$ cat src/rtl/spi_pkg.sv
`default_nettype none
// ---------------------------------------------------------------------------
// spi_pkg : shared SPI types and constants (master + receive stage). Rev 1.0
// ---------------------------------------------------------------------------
package spi_pkg;

    localparam int   SPI_WORD_W = 8;

    localparam logic SCLK_IDLE  = 1'b0;
    localparam logic CS_IDLE    = 1'b1;
    localparam logic MOSI_IDLE  = 1'b0;

    typedef enum logic [1:0] {
        MST_IDLE  = 2'd0,
        MST_LEAD  = 2'd1,
        MST_TRAIL = 2'd2,
        MST_DONE  = 2'd3
    } mst_state_t;

    typedef enum logic {
        RX_IDLE  = 1'b0,
        RX_SHIFT = 1'b1
    } rx_state_t;

endpackage
`default_nettype wire

$ cat src/rtl/spi_rx_fifo.sv
`default_nettype none
// ---------------------------------------------------------------------------
// spi_rx_fifo : receive word FIFO with registered head and sticky overflow. Rev 1.0
// ---------------------------------------------------------------------------
module spi_rx_fifo #(
    parameter int WIDTH = 8,
    parameter int DEPTH = 4
) (
    input  logic                       clk,
    input  logic                       rst,
    input  logic                       push_i,
    input  logic [WIDTH-1:0]           push_data_i,
    input  logic                       pop_i,
    input  logic                       clr_ovf_i,
    output logic [WIDTH-1:0]           head_o,
    output logic                       valid_o,
    output logic [$clog2(DEPTH):0]     level_o,
    output logic                       overflow_o
);
    localparam int AW = $clog2(DEPTH);
    localparam int LW = AW + 1;

    logic [WIDTH-1:0] mem_q [DEPTH];
    logic [AW-1:0]    wptr_q;
    logic [AW-1:0]    rptr_q;
    logic [AW-1:0]    rptr_d;
    logic [LW-1:0]    level_q;
    logic [LW-1:0]    level_d;
    logic [WIDTH-1:0] head_q;
    logic [WIDTH-1:0] head_d;
    logic             ovf_q;
    logic             ovf_d;
    logic             full;
    logic             do_push;
    logic             do_pop;

    always_comb begin
        full    = (level_q == LW'(DEPTH));
        do_pop  = pop_i && (level_q != '0);
        do_push = push_i && (!full || do_pop);
        rptr_d  = do_pop ? (rptr_q + AW'(1)) : rptr_q;
        level_d = level_q + LW'(do_push) - LW'(do_pop);
        // The slot being written can become the new head in the same cycle
        head_d  = (do_push && (wptr_q == rptr_d)) ? push_data_i : mem_q[rptr_d];
        ovf_d   = (push_i && full && !do_pop) || (ovf_q && !clr_ovf_i);
    end

    always_ff @(posedge clk) begin
        if (rst) begin
            for (int i = 0; i < DEPTH; i++) begin
                mem_q[i] <= '0;
            end
            wptr_q  <= '0;
            rptr_q  <= '0;
            level_q <= '0;
            head_q  <= '0;
            ovf_q   <= 1'b0;
        end else begin
            if (do_push) begin
                mem_q[wptr_q] <= push_data_i;
                wptr_q        <= wptr_q + AW'(1);
            end
            rptr_q  <= rptr_d;
            level_q <= level_d;
            head_q  <= head_d;
            ovf_q   <= ovf_d;
        end
    end

    assign head_o     = head_q;
    assign valid_o    = (level_q != '0);
    assign level_o    = level_q;
    assign overflow_o = ovf_q;

endmodule
`default_nettype wire

$ cat src/rtl/spi_slave_rx.sv
`default_nettype none
// ---------------------------------------------------------------------------
// spi_slave_rx : mode-0 SPI receiver, oversampled in clk, words into a FIFO.
// Build option: SPI_RX_LSB_FIRST_EN selects LSB-first word assembly. Rev 1.0
// ---------------------------------------------------------------------------
module spi_slave_rx
    import spi_pkg::*;
#(
    parameter int WIDTH       = SPI_WORD_W,
    parameter int DEPTH       = 4,
    parameter int SYNC_STAGES = 2
) (
    input  logic                   clk,
    input  logic                   rst,
    input  logic                   sclk,
    input  logic                   cs,
    input  logic                   mosi,
    output logic [WIDTH-1:0]       rx_data,
    output logic                   rx_valid,
    input  logic                   rx_ready,
    output logic [$clog2(DEPTH):0] fifo_level,
    output logic                   busy,
    output logic                   frame_err,
    output logic                   overflow,
    input  logic                   clr_ovf
);
    localparam int                CNT_W    = $clog2(WIDTH);
    localparam logic [CNT_W-1:0]  LAST_BIT = CNT_W'(WIDTH - 1);

    logic [SYNC_STAGES-1:0] sclk_sync_q;
    logic [SYNC_STAGES-1:0] cs_sync_q;
    logic [SYNC_STAGES-1:0] mosi_sync_q;
    logic                   sclk_dly_q;
    logic                   cs_dly_q;
    logic                   sclk_rise_q;
    logic                   cs_rise_q;
    logic                   cs_fall_q;
    logic                   mosi_bit_q;

    always_ff @(posedge clk) begin
        if (rst) begin
            sclk_sync_q <= {SYNC_STAGES{SCLK_IDLE}};
            cs_sync_q   <= {SYNC_STAGES{CS_IDLE}};
            mosi_sync_q <= {SYNC_STAGES{MOSI_IDLE}};
            sclk_dly_q  <= SCLK_IDLE;
            cs_dly_q    <= CS_IDLE;
            sclk_rise_q <= 1'b0;
            cs_rise_q   <= 1'b0;
            cs_fall_q   <= 1'b0;
            mosi_bit_q  <= MOSI_IDLE;
        end else begin
            sclk_sync_q <= {sclk_sync_q[SYNC_STAGES-2:0], sclk};
            cs_sync_q   <= {cs_sync_q[SYNC_STAGES-2:0], cs};
            mosi_sync_q <= {mosi_sync_q[SYNC_STAGES-2:0], mosi};
            sclk_dly_q  <= sclk_sync_q[SYNC_STAGES-1];
            cs_dly_q    <= cs_sync_q[SYNC_STAGES-1];
            // mosi is captured at the synchroniser depth where the sclk edge is seen
            sclk_rise_q <= sclk_sync_q[SYNC_STAGES-1] & ~sclk_dly_q;
            cs_rise_q   <= cs_sync_q[SYNC_STAGES-1] & ~cs_dly_q;
            cs_fall_q   <= ~cs_sync_q[SYNC_STAGES-1] & cs_dly_q;
            mosi_bit_q  <= mosi_sync_q[SYNC_STAGES-1];
        end
    end

    rx_state_t          state_q;
    logic [CNT_W-1:0]   bit_cnt_q;
    logic [WIDTH-1:0]   shift_q;
    logic [WIDTH-1:0]   shift_d;
    logic               push_q;
    logic [WIDTH-1:0]   push_data_q;
    logic               frame_err_q;

    always_comb begin
`ifdef SPI_RX_LSB_FIRST_EN
        shift_d = {mosi_bit_q, shift_q[WIDTH-1:1]};
`else
        shift_d = {shift_q[WIDTH-2:0], mosi_bit_q};
`endif
    end

    always_ff @(posedge clk) begin
        if (rst) begin
            state_q     <= RX_IDLE;
            bit_cnt_q   <= '0;
            shift_q     <= '0;
            push_q      <= 1'b0;
            push_data_q <= '0;
            frame_err_q <= 1'b0;
        end else begin
            push_q      <= 1'b0;
            frame_err_q <= 1'b0;
            case (state_q)
                RX_IDLE: begin
                    if (cs_fall_q) begin
                        state_q   <= RX_SHIFT;
                        bit_cnt_q <= '0;
                        shift_q   <= '0;
                    end
                end
                RX_SHIFT: begin
                    // cs release wins over a coincident sclk rise
                    if (cs_rise_q) begin
                        state_q     <= RX_IDLE;
                        frame_err_q <= (bit_cnt_q != '0);
                        bit_cnt_q   <= '0;
                    end else if (sclk_rise_q) begin
                        shift_q <= shift_d;
                        if (bit_cnt_q == LAST_BIT) begin
                            push_q      <= 1'b1;
                            push_data_q <= shift_d;
                            bit_cnt_q   <= '0;
                        end else begin
                            bit_cnt_q <= bit_cnt_q + CNT_W'(1);
                        end
                    end
                end
                default: state_q <= RX_IDLE;
            endcase
        end
    end

    spi_rx_fifo #(
        .WIDTH (WIDTH),
        .DEPTH (DEPTH)
    ) u_fifo (
        .clk         (clk),
        .rst         (rst),
        .push_i      (push_q),
        .push_data_i (push_data_q),
        .pop_i       (rx_ready),
        .clr_ovf_i   (clr_ovf),
        .head_o      (rx_data),
        .valid_o     (rx_valid),
        .level_o     (fifo_level),
        .overflow_o  (overflow)
    );

    assign busy      = ~cs_sync_q[SYNC_STAGES-1];
    assign frame_err = frame_err_q;

endmodule
`default_nettype wire

$ cat config.mk
export PLATFORM = sky130hd
export DESIGN_NAME = spi_slave_rx
export DESIGN_NICKNAME = d
export VERILOG_FILES = /design/src/rtl/spi_pkg.sv /design/src/rtl/spi_rx_fifo.sv /design/src/rtl/spi_slave_rx.sv
export SDC_FILE = /design/constraint.sdc
export NUM_CORES = 1
export LEC_CHECK = 0
export CAP_MARGIN = 40
export CELL_PAD_IN_SITES_DETAIL_PLACEMENT = 1
export CELL_PAD_IN_SITES_GLOBAL_PLACEMENT = 1
export CORE_MARGIN = 2
export CORE_UTILIZATION = 39
export CTS_CLUSTER_SIZE = 14
export DETAILED_ROUTE_END_ITERATION = 6
export PLACE_DENSITY = 0.76
export RECOVER_POWER = 50
export SETUP_SLACK_MARGIN = 0.2
export SLEW_MARGIN = 40
export SYNTH_ARGS = -nofsm -noshare
export SYNTH_HDL_FRONTEND = slang
export SYNTH_SLANG_ARGS = --single-unit
$ cat constraint.sdc
create_clock -name clk -period 3 [get_ports clk]
set_clock_uncertainty 0.1 [all_clocks]
set_input_delay 0.6 -clock clk [delete_from_list [all_inputs] [get_ports clk]]
set_output_delay 0.6 -clock clk [all_outputs]
set_load 0.05 [all_outputs]
==> metrics.csv <==
stage,metric,value,unit
outcome,status,completed,
place,port_buffers,21,
timing,fin_crit_sh,89.5,%
final_layout,diodes,0,
place,dpl.hpwl,6080,um
timing,setup_ws,314,ps
clocking,post_cts_resized,0,
worst_setup_path,crit_start,rx_ready,
power_and_ir_drop,p_per_area,808,nW/um^2
worst_setup_path,path_delay_family,buffers and inverters,
synth,syn_avg_cell_area,9.75,um^2
routing,via_per_inst,5.42,
worst_setup_path,crit_path_start_kind,primary input,
synth,postSynthCellCount,378,
global_routing,grt_max_degree,35,
synth,yosysTopAreaCell,dfxtp_1,
place,gp_congestion,0.786,
clocking,post-cts-setup-buffer-count,0,
worst_setup_path,critPathKind,in -> reg,
timing,fin_crit,2690,ps
worst_setup_path,crit_required,3110,ps
synth,ys_warn_count,0,
clocking,cts.sinks,81,
timing,tns,0,ps
final_layout,synthToLayoutAreaGrowth,14.8,%
worst_setup_path,cp-end-kind,flop,
die,start_util,40.1,%
global_routing,grtUsageTotal,18.4,%
clocking,h-tree-depth,3,
routing,dr.pass1.iters,4,
timing,clock.fmax,0.372,GHz
synth,synthDistinctLibCells,47,
clocking,cts_buffers,9,
worst_setup_path,worst_path_max_delay_cell,a22oi_2,
die,coreArea,9200,um^2
synth,synth-async-reset-ratio,0,%
clocking,cts.clk_slew.worst_paths,80,ps
power_and_ir_drop,ir_drop,0.310,mV
timing,setup_viol,0,
clocking,cts_tree,done,
power_and_ir_drop,p_leak,1.51,nW
global_routing,grt_pass1_wl,14400,um
timing,hold_violations,0,
timing,rsz0062_at_grt,false,
synth,synth_edf_count,32,
routing,drc,0,
final_layout,layout_common_cells,"68 x nand2_1, 48 x dfxtp_1, 41 x a21oi_1",
routing,route.vias.total,2816,
clocking,clk_latency,350,ps
synth,synth_top_area_share,26.6,%
worst_setup_path,path_cells,clkdlybuf4s50_1 -> clkbuf_1 -> o31ai_4 -> inv_6 -> clkbuf_2 -> o31ai_1 -> a22oi_2 -> o22ai_1,
clocking,root_buffer,clkbuf_8,
hold_path,hp-class,reg -> reg,
synth,syn_nets,391,
clocking,clk_path_buf_depth,2,
final_layout,final_common_cell,nand2_1,
routing,routed_wl,8860,um
hold_path,min_from,sclk_dly_q$_SDFF_PP0_,
synth,syn_area,3680,um^2
timing,relSlewSlack,5.92,%
worst_setup_path,ff2ff_path_depth,6,
synth,ys_ff_latch,81,
die,die_y,101,um
worst_setup_path,r2r-end,u_fifo.head_o[6]$_SDFF_PP0_,
routing,wl_per_cell,17.0,um
worst_setup_path,critPathCapture,u_fifo.head_o[6]$_SDFF_PP0_,
die,dieWidth,101,um
synth,synth-seq-area-share,52.7,%
die,die_area,10200,um^2
worst_setup_path,max_stage_delay,510,ps
die,io_pins,22,
timing,slew_violations,0,
global_routing,antenna_found_initial,0,
die,rows,35,
global_routing,first_global_vias,2864,
worst_setup_path,cp_max_fo,27,
worst_setup_path,cp.arrival,2790,ps
routing,antenna_left,0,
run,drv_cap,0,
timing,tightestPinTransition,1410,ps
final_layout,nets,417,
worst_setup_path,crit_cells,8,
worst_setup_path,cp_num_buf_inv,4,
synth,synth_area_leaders,"dfxtp_1 27%, edfxtp_1 26%, nand2_1 6.8%",
global_routing,overflow,0,
worst_setup_path,reg2reg_slack,470,ps
place,pre_cts_slack,103,ps
synth,yosys_most_used_dff,dfxtp_1,
worst_setup_path,reg2reg_from,u_fifo.level_o[1]$_SDFF_PP0_,
routing,dr.first_iter.drc_count,98,
final_layout,drive_gt1_share,11.0,%
clocking,ctsHoldBuffers,0,
==> state kept, by name (all words and copies together), names as in the netlist <==
signal,cells
u_fifo.wptr_q,2
shift_q,7
u_fifo.level_o,3
u_fifo.head_o,8
sclk_dly_q,1
sclk_sync_q,2
u_fifo.rptr_q,2
mosi_bit_q,1
cs_sync_q,2
bit_cnt_q,3
sclk_rise_q,1
u_fifo.overflow_o,1
mosi_sync_q,2
cs_rise_q,1
cs_dly_q,1
push_data_q,8
push_q,1
frame_err,1
cs_fall_q,1
u_fifo.mem_q,32
state_q,1
==> logic make-up (layout without fill, tap and decap cells) <==
family	Yosys count	in the layout	synth area share, %
multiplexers	9	9	3.12
XOR/XNOR	7	7	1.87
flip-flops	81	81	52.7
AO/OA/AOI/OAI	76	76	14.3
buffers and inverters	39	70	4.79
adder cells (fa/ha/maj)	6	6	2.24
AND/OR/NAND/NOR	160	160	21.0
==> where the power goes <==
part	switching [mW]	internal, mW
Sequential	0.104	1.22
Combinational	0.760	0.444
Clock	0.425	0.462
Total	1.29	2.13
==> routing by layer <==
metal	track usage [%]	up-vias	part of all wire [%]	wire length, um
met2	33.1	45	52	4630
li1	-	1354	-	-
met4	7.90	0	2.7	235
met3	3.38	23	2.8	252
met5	0	-	0	0
met1	21.3	1394	42	3740
==> how the worst min path moves through the flow <==
stage	cells past startpoint	slack, ps	end
floorplan	1	270	sclk_rise_q$_SDFF_PP0_
global placement	1	280	sclk_rise_q$_SDFF_PP0_
detailed placement	1	280	sclk_rise_q$_SDFF_PP0_
CTS	1	300	sclk_rise_q$_SDFF_PP0_
global route	1	320	sclk_rise_q$_SDFF_PP0_
finish	1	290	sclk_rise_q$_SDFF_PP0_
==> stage by stage <==
stage	hold slack (ps)	cell area [um^2]	power [mW]	util, %	std cells
2_1_floorplan	267	3680	2.23	-	378
3_3_place_gp	276	4040	2.51	43.9	504
3_5_place_dp	279	4040	2.57	44.0	504
4_1_cts	299	4280	3.46	46.5	520
5_1_grt	317	4230	3.58	46.0	520
6_report	295	4230	3.42	46.0	520
==> synth_stat cells, types with 2 or more instances <==
library cell	count
a211oi_1	8
a211oi_2	6
a21oi_1	41
and2_1	10
buf_1	4
buf_2	6
buf_6	2
clkbuf_1	7
dfxtp_1	49
edfxtp_1	32
ha_1	5
inv_1	18
mux2i_1	7
mux4_2	2
nand2_1	67
nand2b_1	4
nand3_1	10
nor2_1	30
nor2b_1	19
nor3_1	4
nor4_1	2
o21ai_0	3
o22ai_1	9
o31ai_4	2
or2_2	4
or4b_1	2
xnor2_1	5
==> layout make-up <==
| cell class | instances | area [um^2] |
|---|---|---|
| clock buffers | 12 | 199 |
| clock inverters | 4 | 32.5 |
| fillers | 1069 | 4970 |
| inverters | 20 | 82.6 |
| multi-input cells | 258 | 1560 |
| flip-flops and latches | 81 | 1940 |
| well taps | 111 | 139 |
| repair buffers | 34 | 272 |
Note: power is estimated with default switching activity, not from simulation.
